File: config.mk
export PLATFORM = sky130hd
export DESIGN_NAME = multicycle_ctrl
export DESIGN_NICKNAME = d
export VERILOG_FILES = /design/src/rtl/ctrl_pkg.sv /design/src/rtl/opcode_classify.sv /design/src/rtl/multicycle_ctrl.sv
export SDC_FILE = /design/constraint.sdc
export NUM_CORES = 1
export LEC_CHECK = 0
export ABC_AREA = 1
export CAP_MARGIN = 10
export CORE_AREA = 2 2 44 62
export CTS_BUF_LIST = sky130_fd_sc_hd__clkbuf_8
export CTS_CLUSTER_SIZE = 20
export DETAILED_ROUTE_END_ITERATION = 8
export DIE_AREA = 0 0 46 64
export PLACE_DENSITY = 0.83
export SLEW_MARGIN = 10
export SYNTH_ARGS = -nofsm -noshare
export SYNTH_HDL_FRONTEND = slang
export SYNTH_SLANG_ARGS = --single-unit
File: constraint.sdc
create_clock -name clk -period 2.7 [get_ports clk]
set_input_delay 0.675 -clock clk [delete_from_list [all_inputs] [get_ports clk]]
set_output_delay 0.675 -clock clk [all_outputs]
set_load 0.005 [all_outputs]
File: src/rtl/ctrl_pkg.sv
// Shared types and encodings for the LEGv8 multi-cycle control unit.
// Opcode values/masks are matched against instruction[31:21].
package ctrl_pkg;

    typedef enum logic [2:0] {
        FETCH,
        DECODE,
        EXECUTE,
        MEM,
        WB
    } state_t;

    typedef enum logic [3:0] {
        ALU_R,
        ALU_I,
        LOAD,
        STORE,
        B,
        BL,
        BR,
        CBZ,
        BCOND,
        ILLEGAL
    } instr_class_t;

    localparam logic [10:0] OP_ADDI    = 11'b10010001000;
    localparam logic [10:0] MASK_ADDI  = 11'b11111111110;
    localparam logic [10:0] OP_ADDS    = 11'b10101011000;
    localparam logic [10:0] OP_SUBS    = 11'b11101011000;
    localparam logic [10:0] OP_LDUR    = 11'b11111000010;
    localparam logic [10:0] OP_STUR    = 11'b11111000000;
    localparam logic [10:0] OP_BR      = 11'b11010110000;
    localparam logic [10:0] MASK_FULL  = 11'b11111111111;
    localparam logic [10:0] OP_B       = 11'b00010100000;
    localparam logic [10:0] OP_BL      = 11'b10010100000;
    localparam logic [10:0] MASK_BRIMM = 11'b11111100000;
    localparam logic [10:0] OP_CBZ     = 11'b10110100000;
    localparam logic [10:0] OP_BCOND   = 11'b01010100000;
    localparam logic [10:0] MASK_CB    = 11'b11111111000;

    localparam logic [2:0] ALU_PASS = 3'b000;
    localparam logic [2:0] ALU_ADD  = 3'b010;
    localparam logic [2:0] ALU_SUB  = 3'b011;

    localparam logic [1:0] PC_INC = 2'b00;
    localparam logic [1:0] PC_OFS = 2'b01;
    localparam logic [1:0] PC_REG = 2'b10;

    localparam logic [4:0] COND_LT = 5'b01011;

    function automatic logic op_match(input logic [10:0] opcode,
                                      input logic [10:0] value,
                                      input logic [10:0] mask);
        return (opcode & mask) == value;
    endfunction

endpackage

File: src/rtl/opcode_classify.sv
// Combinational opcode decoder: maps instruction[31:21] to an instruction class.
// The subtract flag separates SUBS from ADDS within the ALU_R class.
module opcode_classify
    import ctrl_pkg::*;
(
    input  logic [10:0]  opcode,
    output instr_class_t instr_class,
    output logic         subtract
);

    always_comb begin
        instr_class = ILLEGAL;
        subtract    = 1'b0;
        if (op_match(opcode, OP_ADDI, MASK_ADDI)) begin
            instr_class = ALU_I;
        end else if (op_match(opcode, OP_ADDS, MASK_FULL)) begin
            instr_class = ALU_R;
        end else if (op_match(opcode, OP_SUBS, MASK_FULL)) begin
            instr_class = ALU_R;
            subtract    = 1'b1;
        end else if (op_match(opcode, OP_LDUR, MASK_FULL)) begin
            instr_class = LOAD;
        end else if (op_match(opcode, OP_STUR, MASK_FULL)) begin
            instr_class = STORE;
        end else if (op_match(opcode, OP_BR, MASK_FULL)) begin
            instr_class = BR;
        end else if (op_match(opcode, OP_B, MASK_BRIMM)) begin
            instr_class = B;
        end else if (op_match(opcode, OP_BL, MASK_BRIMM)) begin
            instr_class = BL;
        end else if (op_match(opcode, OP_CBZ, MASK_CB)) begin
            instr_class = CBZ;
        end else if (op_match(opcode, OP_BCOND, MASK_CB)) begin
            instr_class = BCOND;
        end
    end

endmodule

File: src/rtl/multicycle_ctrl.sv
// Multi-cycle LEGv8 sequencer: steps each instruction through FETCH..WB,
// drives the datapath strobes and owns the NZCV flag register.
module multicycle_ctrl
    import ctrl_pkg::*;
(
    input  logic        clk,
    input  logic        reset,
    input  logic [31:0] instruction,
    input  logic [3:0]  alu_flags,
    input  logic        dmem_ready,
    output logic        ir_write,
    output logic        pc_write,
    output logic [1:0]  pc_src,
    output logic        uncond_br,
    output logic        reg2loc,
    output logic        alu_src,
    output logic [2:0]  alu_op,
    output logic        reg_write,
    output logic        mem_to_reg,
    output logic        link,
    output logic        dmem_req,
    output logic        dmem_write,
    output logic [3:0]  flags,
    output logic        illegal
);

    state_t       state;
    state_t       next_state;
    instr_class_t instr_class;
    logic         subtract;
    logic         flags_load;
    logic         unused_imm_bits;

    assign unused_imm_bits = ^instruction[20:5];

    opcode_classify u_classify (
        .opcode      (instruction[31:21]),
        .instr_class (instr_class),
        .subtract    (subtract)
    );

    always_ff @(posedge clk) begin
        if (reset) begin
            state <= FETCH;
            flags <= 4'b0000;
        end else begin
            state <= next_state;
            if (flags_load) begin
                flags <= alu_flags;
            end
        end
    end

    // Strobes are held low for the whole reset cycle, so an in-flight memory request is dropped.
    always_comb begin
        next_state = state;
        flags_load = 1'b0;
        ir_write   = 1'b0;
        pc_write   = 1'b0;
        pc_src     = PC_INC;
        uncond_br  = 1'b0;
        reg2loc    = 1'b0;
        alu_src    = 1'b0;
        alu_op     = ALU_PASS;
        reg_write  = 1'b0;
        mem_to_reg = 1'b0;
        link       = 1'b0;
        dmem_req   = 1'b0;
        dmem_write = 1'b0;
        illegal    = 1'b0;
        if (!reset) begin
            case (state)
                FETCH: begin
                    ir_write   = 1'b1;
                    next_state = DECODE;
                end
                DECODE: begin
                    case (instr_class)
                        B, BL: begin
                            pc_src     = PC_OFS;
                            uncond_br  = 1'b1;
                            pc_write   = 1'b1;
                            reg_write  = (instr_class == BL);
                            link       = (instr_class == BL);
                            next_state = FETCH;
                        end
                        BR: begin
                            reg2loc    = 1'b1;
                            pc_src     = PC_REG;
                            pc_write   = 1'b1;
                            next_state = FETCH;
                        end
                        BCOND: begin
                            pc_write   = 1'b1;
                            next_state = FETCH;
                            if (instruction[4:0] == COND_LT) begin
                                pc_src = (flags[3] != flags[0]) ? PC_OFS : PC_INC;
                            end else begin
                                illegal = 1'b1;
                            end
                        end
                        ILLEGAL: begin
                            illegal    = 1'b1;
                            pc_write   = 1'b1;
                            next_state = FETCH;
                        end
                        default: next_state = EXECUTE;
                    endcase
                end
                EXECUTE: begin
                    case (instr_class)
                        ALU_R: begin
                            alu_op     = subtract ? ALU_SUB : ALU_ADD;
                            flags_load = 1'b1;
                            next_state = WB;
                        end
                        ALU_I: begin
                            alu_op     = ALU_ADD;
                            alu_src    = 1'b1;
                            next_state = WB;
                        end
                        LOAD, STORE: begin
                            alu_src    = 1'b1;
                            alu_op     = ALU_ADD;
                            reg2loc    = (instr_class == STORE);
                            next_state = MEM;
                        end
                        CBZ: begin
                            reg2loc    = 1'b1;
                            alu_op     = ALU_PASS;
                            pc_src     = alu_flags[2] ? PC_OFS : PC_INC;
                            pc_write   = 1'b1;
                            next_state = FETCH;
                        end
                        default: next_state = FETCH;
                    endcase
                end
                MEM: begin
                    dmem_req   = 1'b1;
                    dmem_write = (instr_class == STORE);
                    reg2loc    = (instr_class == STORE);
                    if (dmem_ready) begin
                        if (instr_class == STORE) begin
                            pc_write   = 1'b1;
                            next_state = FETCH;
                        end else begin
                            next_state = WB;
                        end
                    end
                end
                WB: begin
                    reg_write  = 1'b1;
                    mem_to_reg = (instr_class == LOAD);
                    pc_write   = 1'b1;
                    next_state = FETCH;
                end
                default: next_state = FETCH;
            endcase
        end
    end

endmodule
# ---- Yosys cells after proc, flatten, opt, wreduce, memory -nomap -nowiden
# Index checks and enable logic that the tools add are counted.
dict set report word_totals {
  out_inout_bits 20
  regBits 7
  word_cells 100
  input_bits 39
}
dict set report op_classes {
  n_eq_ne 26
  n_reduce_logical 7
  muxes 65
}
# operator n
set ops {}
lappend ops {{$eq A11 B11 Y1 const B} 5}
lappend ops {{$mux W1} 40}
lappend ops {{$mux W4} 9}
lappend ops {{$eq A4 B3 Y1 const B} 4}
lappend ops {{$pmux W3 S4} 1}
lappend ops {{$eq A10 B10 Y1 const B} 1}
lappend ops {{$eq A4 B2 Y1 const B} 2}
lappend ops {{$eq A4 B4 Y1 const B} 2}
lappend ops {{$eq A8 B7 Y1 const B} 1}
lappend ops {{$eq A8 B8 Y1 const B} 1}
lappend ops {{$mux W2} 4}
lappend ops {{$pmux W2 S2} 2}
lappend ops {{$eq A3 B2 Y1 const B} 2}
lappend ops {{$eq A6 B3 Y1 const B} 1}
lappend ops {{$eq A6 B6 Y1 const B} 1}
lappend ops {{$mux W3} 2}
lappend ops {{$pmux W1 S2} 3}
lappend ops {{$pmux W2 S3} 1}
lappend ops {{$pmux W3 S2} 1}
lappend ops {{$reduce_or A2 Y1} 3}
lappend ops {{$eq A5 B4 Y1 const B} 1}
lappend ops {{$reduce_or A5 Y1} 1}
lappend ops {{$eq A4 B1 Y1 const B} 1}
lappend ops {{$logic_not A4 Y1} 1}
lappend ops {{other kinds (8)} 8}

# ---- Depth between registers and ports, before layout
# Gate-level depths: netlist (run 1).
dict set report logic_depth {
  word_depth 16
  mapped_depth 11
  ltp_nobuf 11
}

# ---- Modules after synthesis
# From an unflattened synthesis (run 1), not the netlist that was laid out.
dict set report unflattened {
  hier_cells 168
  hier_area_um2 942.2
}
# mod cells_each area_each_um2 n_inst seq_area_each_um2
set by_module_without_submodules {}
lappend by_module_without_submodules {multicycle_ctrl 108 629.4 1 140.1}
lappend by_module_without_submodules {opcode_classify 60 312.8 1 0.0}

# ---- Worst setup path after synthesis (run 1)
# Ideal clock, no wire load.
dict set report synth_path {
  kind {input port to output port}
  from {in instruction[23]}
  to {out alu_op[0]}
  path_buffers 0
  setup_slack_ns 0.485
  cell_stages 11
  t_required_ns 2.025
  t_arrival_ns 1.540
  path_cell_list {inv_1 > nand2_1 > nor2_2 > nand3b_4 > nand2_2 > nor2_2 > nor2_4 > nand2_2 > inv_2 > nand2_1 > nor2_1}
}
dict set report synth_via {
  elab_chain_cells 12
  word_cells_on_any_way 24
  cone_classes {eq/ne (9); mux (13); reduce/logical (2)}
}
# element line_no
set synth_rtl {}
lappend synth_rtl {{from (decl)} multicycle_ctrl.sv:8} ;# input logic [31:0] instruction,
lappend synth_rtl {{$eq A11 B11 Y1} ctrl_pkg.sv:54} ;# return (opcode & mask) == value;
lappend synth_rtl {{$mux W4} opcode_classify.sv:25} ;# end else if (op_match(opcode, OP_BR, MASK_FULL)) begin
lappend synth_rtl {{$mux W4} opcode_classify.sv:23} ;# end else if (op_match(opcode, OP_STUR, MASK_FULL)) begin
lappend synth_rtl {{$mux W4} opcode_classify.sv:21} ;# end else if (op_match(opcode, OP_LDUR, MASK_FULL)) begin
lappend synth_rtl {{$mux W4} opcode_classify.sv:18} ;# end else if (op_match(opcode, OP_SUBS, MASK_FULL)) begin
lappend synth_rtl {{$mux W4} opcode_classify.sv:16} ;# end else if (op_match(opcode, OP_ADDS, MASK_FULL)) begin
lappend synth_rtl {{$mux W4} opcode_classify.sv:14} ;# if (op_match(opcode, OP_ADDI, MASK_ADDI)) begin
lappend synth_rtl {{$eq A4 B2 Y1 / $eq A4 B1 Y1 (equally long branches)} multicycle_ctrl.sv:111} ;# case (instr_class)
lappend synth_rtl {{$reduce_or A3 Y1 (no line)} --}
lappend synth_rtl {{$pmux W2 S2 (*)} multicycle_ctrl.sv:111}
lappend synth_rtl {{$mux W2 (*)} multicycle_ctrl.sv:72} ;# case (state)
lappend synth_rtl {{$mux W2 (*)} multicycle_ctrl.sv:71} ;# if (!reset) begin
lappend synth_rtl {{to (decl)} multicycle_ctrl.sv:17} ;# output logic [2:0] alu_op,
# Mark *: on every way between the ends. The rest lies on a longest branch, timed or not.

# ---- Final worst setup path (run 1)
dict set report layout_path {
  from {in instruction[24]}
  to {out reg2loc}
}
dict set report layout_via {
  elab_chain_cells 16
  word_cells_on_any_way 27
  cone_classes {eq/ne (12); mux (14); reduce/logical (1)}
}
# element line_no
set layout_rtl {}
lappend layout_rtl {{$eq A8 B7 Y1} ctrl_pkg.sv:54}
lappend layout_rtl {{$mux W1} opcode_classify.sv:33} ;# end else if (op_match(opcode, OP_BCOND, MASK_CB)) begin
lappend layout_rtl {{$mux W4} opcode_classify.sv:31} ;# end else if (op_match(opcode, OP_CBZ, MASK_CB)) begin
lappend layout_rtl {{$mux W4} opcode_classify.sv:29} ;# end else if (op_match(opcode, OP_BL, MASK_BRIMM)) begin
lappend layout_rtl {{$mux W4} opcode_classify.sv:27} ;# end else if (op_match(opcode, OP_B, MASK_BRIMM)) begin
lappend layout_rtl {{$mux W4} opcode_classify.sv:25}
lappend layout_rtl {{$mux W4} opcode_classify.sv:23}
lappend layout_rtl {{$mux W4} opcode_classify.sv:21}
lappend layout_rtl {{$mux W4} opcode_classify.sv:18}
lappend layout_rtl {{$mux W4} opcode_classify.sv:16}
lappend layout_rtl {{$mux W4 (*)} opcode_classify.sv:14}
lappend layout_rtl {{$eq A4 B2 Y1, on equally long branches} {multicycle_ctrl.sv:111, multicycle_ctrl.sv:125, multicycle_ctrl.sv:141}}
lappend layout_rtl {{$reduce_or A2 Y1} multicycle_ctrl.sv:111}
lappend layout_rtl {{$pmux W1 S2} multicycle_ctrl.sv:111}
lappend layout_rtl {{$pmux W1 S3 (*)} multicycle_ctrl.sv:72}
lappend layout_rtl {{$mux W1 (*)} multicycle_ctrl.sv:71}
lappend layout_rtl {{to (decl)} multicycle_ctrl.sv:15} ;# output logic reg2loc,
# Marked as above.

==> results of run 1 <==
worst paths after layout:
check / start / end / slack (ns) / cells after the start
hold / removal: flags[1]$_SDFFE_PP0P_ / flags[1]$_SDFFE_PP0P_ / 0.46 / 2
setup reg to reg: state[1]$_SDFFE_PP0P_ / flags[3]$_SDFFE_PP0P_ / 1.22 / 7
setup / recovery: instruction[24] / reg2loc / 0.03 / 13
hold reg to reg: flags[1]$_SDFFE_PP0P_ / flags[1]$_SDFFE_PP0P_ / 0.46 / 2
critical path, stage by stage:
cell     delay, ns
buf_2         0.14
nor2_2        0.16
inv_1         0.07
nor2_2        0.16
nand2_2       0.11
nand2_1       0.15
nor2_4        0.06
nor2_2        0.11
nand2_1       0.09
nand3_2       0.07
nand2_1       0.05
inv_1         0.04
buf_2         0.10
cell type report:
cell class | instances | share of cell area [%]
timing repair buffer | 77 | 33.77
multi-input combinational | 135 | 48.24
clock inverter | 1 | 0.2068
inverter | 30 | 6.203
sequential | 7 | 7.719
tap | 23 | 1.585
clock buffer | 3 | 2.274
metal layers:
metal,global-route usage [%],up-vias,wire length (um)
li1,-,705,-
met1,25.95,683,1489
met2,51.56,71,2367
met3,2.542,19,179
met4,19.64,0,210
met5,0,-,0
power breakdown:
group / total (mW) / switching [mW] / internal, mW
combinational: 0.127 / 0.0689 / 0.0580
sequential: 0.107 / 0.00153 / 0.105
clock: 0.146 / 0.0478 / 0.0985
state kept, by name (all words and copies together), names as in the netlist:
name   count
flags      4
state      3
logic make-up (layout without fill, tap and decap cells):
family                 Yosys count  in the layout
AND/OR/NAND/NOR                121            121
buffers and inverters           32            111
AO/OA/AOI/OAI                   12             12
flip-flops                       7              7
other                            1              1
XOR/XNOR                         1              1
timing repair:
action                                  CTS  global route
cloned                                    0             0
pin swaps                                32            25
endpoints found under the setup margin   13            11
buffers inserted                          9             3
gates resized for setup                  97            50
cells in the final DEF (no fill, tap or decap), types with 4 or more instances in the layout:
cell / count
nand3_1: 10
nor3_1: 4
nor2_4: 13
inv_1: 21
dfxtp_1: 7
nand2_1: 28
dlymetal6s2s_1: 4
a21oi_1: 4
buf_2: 9
nor2_1: 18
nand2_2: 18
clkdlybuf4s50_1: 14
inv_2: 10
buf_4: 35
clkbuf_2: 7
nand2_4: 5
nor2_2: 9
nand3b_1: 6
==> run metrics, run 1 <==
status finished, final reports clean; sequential-to-total area share from yosys stat between 10 and 15%; initial DRC count 62; Routed WL per cell between 15 and 20 um; skew final approximately 0.0034 ns; Tmin final around 2.7 ns; Post-Synth XOR/XNOR Area less than 1%; Pleak 0.9592 nW; setup_tns 0 ns; Clock Tree Root clkbuf_8; area of the multi-input gates between 800 and 900 um^2; Remaining DRCs 0; Cells after Synth around 170; Worst Setup Start Kind input port; Setup violations, final 0; cell area power density roughly 210 nW/um^2; mux contribution to synthesized area 0%; Commonest cells post-synth 47 x nand2_1, 34 x nor2_1, 27 x inv_1; Max Fclk approximately 370 MHz; Max H-tree Level 1; final setup margin 0.03294 ns; worst skew pair latency about 0.23 ns; Final period util 98.78%; CTS Buf Count 3; Placement Rows 21; placed wire-length estimate approximately 2.4 mm; critical path class in2out; Antenna Cells 0; EDFF count, synth 0; Pins Over Slew Limit 0; Synth Area in Compound Gates under 10%; Yosys warnings 0; crit-path max FO 4; Post-Place Cells 260; GRT Resource Usage Total between 20% and 30%; Die Y between 60 and 70 um; final net count 293; Die Wd between 40 and 50 um; leading cell type by number of instances after synthesis nand2_1; layout cells sized above 1 roughly half; Required @ worst endpoint 2.03 ns; ranking of synthesized cells by area nand2_1 19%, dfxtp_1 15%, nor2_1 14%, inv_1 11%, nand3_1 6.4%; 1st-pass router iterations 4; Worst-path clk slew 0.04 ns; Post-Synth Adder-Cell Area 0%; wirelength, routed about 4.2 mm; port bufs between 40 and 50; Finished Layout Cells 276; routed vias between 1000 and 1500; core area roughly 2400 um^2; Area growth syn-to-layout 93.72%; VDD IR max roughly 160 uV; CTS Buffer Depth 2; vias per cell between 5 and 6; Worst Hold Class reg2reg; Fillers around 160; Starting Density between 30% and 40%; share of the synthesized area in the top cell type a little under a fifth; first-pass GRT wire length 6.106 mm; Reg area 140.1 um^2; largest net degree at the start of global routing 9; Post-synth ARST share 0%; Mapped Nets approximately 210; clock sink count 7; vias in the first global route between 1000 and 1500; top_reg_cell synth dfxtp_1; CP arrival just under 2 ns; die footprint about 2900 um^2; Final Util 76.77%; largest family of logic cells by synthesized area simple AND/OR/NAND/NOR gates; final hold slack around 0.46 ns; design area approximately 1800 um^2; simple-gate share of the synthesized area between 60 and 70%; num ports 59; Final ANT Viol Nets 0; gp weighted congestion between 0.8 and 0.9; # Max-Cap Violations 0; CTS tree yes; Avg Inst Size Synth roughly 5.4 um^2; hold_buf cts 0; biggest area consumer among synthesized cells nand2_1; grt ovf 0; DP Area approximately 1500 um^2; Final Power 0.3797 mW; CP endpoint kind output pin; Final Hold Vio Count 0; synth unique cells 24; post-synthesis cell area 937.1 um^2; antenna violations before repair 0; post-place setup slack -0.6617 ns; Yosys reg bits 7
(Power assumes the default switching activity.)
==> run 2: changes to the inputs <==
Settings changed: SKIP_CTS_REPAIR_TIMING from default to 1, SYNTH_HIERARCHICAL from default to 1.
==> run 2 against run 1 <==
Net effect:
- the run now ends with setup timing left
- wire length down 17%
- cell count down 3.6%
- sequential share of layout area down 0.28 points
- utilization up 2.9 points
- clock skew about the same
- first-iteration DRC count down 58%
- maximum frequency is 9.6% lower
- total power increased by 2.7%
==> run metrics, run 2 <==
status finished, violations left; failing checks setup timing; Worst Setup Start Kind input port; CP arrival 2.27 ns (+0.28 ns); sequential-to-total area share from yosys stat 14.87% (-0.079 points); vias per cell 5.195 (-3.0%); Setup violations, final 11 (+11); Worst Hold Class reg2reg; clock sink count 7 (unchanged); reg2reg start state[1]$_SDFFE_PP0P_; switching share of total power 30.65% (-0.47 points); grt ovf 0 (unchanged); initial DRC count 26 (-58%); ranking of synthesized cells by area nand2_1 16%, dfxtp_1 15%, nand3_1 12%, nor2_1 10%, inv_1 8.8%; Yosys reg bits 7 (unchanged); placed wire-length estimate 2.360 mm (-3.5%); skew final 0.003847 ns (+0.0004939 ns); layout cells sized above 1 50.21% (+1.6 points); met3 wire len 147 um (-18%); first-pass GRT wire length 4.650 mm (-24%); final net count 283 (-3.4%); Worst path max stage delay 0.14 ns (-0.02 ns); routed vias 1382 (-6.5%); hold_sp flags[1]$_SDFFE_PP0P_; EDFF count, synth 0 (unchanged); commonest non-fill, non-tap cell in the layout buf_4; Area growth syn-to-layout 99.87%; final hold slack 0.4595 ns (-0.005159 ns); synth unique cells 28 (+17%); CTS tree yes; Starting Density 39.84% (+0.21 points); final setup margin -0.2500 ns (-0.2829 ns); Required @ worst endpoint 2.03 ns (about the same); commonest non-fill, non-tap cells in the layout 28 x buf_4, 27 x nand2_1, 18 x nand3_1; Post-synth ARST share 0% (unchanged); Remaining DRCs 0 (unchanged); highest metal used met4; biggest area consumer among synthesized cells nand2_1; post-synthesis cell area 942.2 um^2 (+0.53%); share of power burned in registers 27.4% (-0.6 points); crit path cell chain buf_4 > inv_1 > nand2_1 > nor2_1 > nand3b_2 > nand3_2 > nor2_4 > nor2_4 > buf_6 > inv_4 > nor2_4 > inv_4 > nor2_8 > nand2_4 > nor2_2 > buf_2; CP endpoint kind output pin; Sw Pwr 0.1196 mW (+1.2%); wirelength, routed 3.517 mm (-17%); cell area power density 207.1 nW/um^2 (-0.96%); Mapped Nets 207 (-2.8%); Routed WL per cell 13.22 um (-14%); post-place setup slack -0.9946 ns (-0.3329 ns); Tmin final 2.950 ns (+0.2829 ns); crit-path max FO 5 (+1); Die Y 64 um (unchanged); setup_tns -1.316 ns (-1.316 ns); 1st-pass router iterations 4 (unchanged); Worst-path clk slew 0.04 ns (about the same); antenna violations before repair 0 (unchanged); Final Hold Vio Count 0 (unchanged); largest net degree at the start of global routing 12 (+3); Final period util 109.3% (+10 points); share of the synthesized area in the top cell type 15.54% (-3.3 points); Pins Over Slew Limit 0 (unchanged); Max Fclk 339.0 MHz (-9.6%); leading cell type by number of instances after synthesis nand2_1; max FFs per register 4 (unchanged); clock share of power 37.2% (-1.3 points); Avg Inst Size Synth 5.608 um^2 (+4.1%); core area 2365 um^2 (unchanged); Top Registers flags: 4 flops, state: 3 flops; # Max-Cap Violations 0 (unchanged); routed metal-1 wire length 1.270 mm (-15%); Antenna Cells 0 (unchanged); Int Pwr 0.2705 mW (+3.4%); Fillers 154 (-1.3%); die footprint 2944 um^2 (unchanged); Cells after Synth 168 (-3.4%); critical path class in2out; Most flops, register flags; gp weighted congestion 0.9471 (+10%); CTS Buf Count 3 (unchanged); unrepaired setup endpoints after global routing yes; CP startpoint instruction[26]; top_reg_cell synth dfxtp_1; GRT Resource Usage Total 20.51% (-7.4 points); Yosys warnings 6 (+6); Placement Rows 21 (unchanged); num ports 59 (unchanged); worst skew pair latency 0.23 ns (about the same); Final ANT Viol Nets 0 (unchanged); CTS Buffer Depth 2 (unchanged); most used cell, CP nor2_4; Clock Tree Root clkbuf_8; Die Wd 46 um (unchanged); wire length on met2 2.000 mm (-16%); vias in the first global route 1177 (-21%); Final Power 0.3900 mW (+2.7%); CP max stage cell nor2_1; Pleak 1.058 nW (+10%); port bufs 41 (unchanged); Max H-tree Level 1 (unchanged); VDD IR max 277.8 uV (+79%); Commonest cells post-synth 39 x nand2_1, 26 x nor2_1, 22 x inv_1, 22 x nand3_1, 11 x inv_2; combinational power share 35.4% (+2.0 points)
-- run 2: cell count changes after synthesis, sizes merged, moves of 2 or more --
cell    delta
a21oi      -2
a31oi      +2
inv        +3
nand2      -7
nand3     +13
nand3b     -6
nand4      +3
nor2       -6
nor3       -5
-- run 2: area by class of cell --
type,count,area (um^2),share of cell area [%]
repair buffers,73,653.1,34.68
inverters,33,151.4,8.040
multi-input cells,126,864.6,45.91
clock inverters,1,3.754,0.1993
clock buffers,3,41.29,2.193
flip-flops and latches,7,140.1,7.442
well taps,23,28.78,1.528
-- run 2: logic make-up after synthesis --
family	synth area share [%]
AOI/OAI and AO/OA	6.242
buffers and inverters	14.34
other	0.3980
DFF	14.87
and+or+nand+nor	64.14
-- run 2: final timing paths --
path | endpoint | slack (ns) | depth (start not counted)
min reg2reg | flags[1]$_SDFFE_PP0P_ | 0.46 | 2
max reg2reg | flags[2]$_SDFFE_PP0P_ | 1.33 | 8
min | flags[1]$_SDFFE_PP0P_ | 0.46 | 2
max | alu_op[0] | -0.25 | 16
-- run 2: power by group through the flow --
stage	clock network, mW	logic [mW]	registers [mW]
2_1_floorplan	0	0.0449	0.108
3_3_place_gp	0	0.105	0.109
3_5_place_dp	0	0.106	0.109
4_1_cts	0.149	0.107	0.107
5_1_grt	0.156	0.147	0.107
6_report	0.145	0.138	0.107
-- run 2: metal layers --
| layer | GRT usage, % | vias to the layer above |
|---|---|---|
| met5 | 0 | - |
| met4 | 5.714 | 0 |
| met3 | 5.085 | 15 |
| met2 | 37.15 | 50 |
| met1 | 22.13 | 636 |
| li1 | - | 681 |
-- run 2: per-stage QoR --
stage	area [um^2]	utilization (%)	std cells
2_1_floorplan	942.2	-	168
3_5_place_dp	1550	65.56	254
3_3_place_gp	1550	65.56	254
4_1_cts	1595	67.46	258
5_1_grt	1883	79.63	266
6_report	1883	79.63	266
-- run 2: critical path, delay by kind of cell --
family | cells | cell delay (ns)
buffers and inverters | 6 | 0.56
AND/OR/NAND/NOR | 10 | 1.02
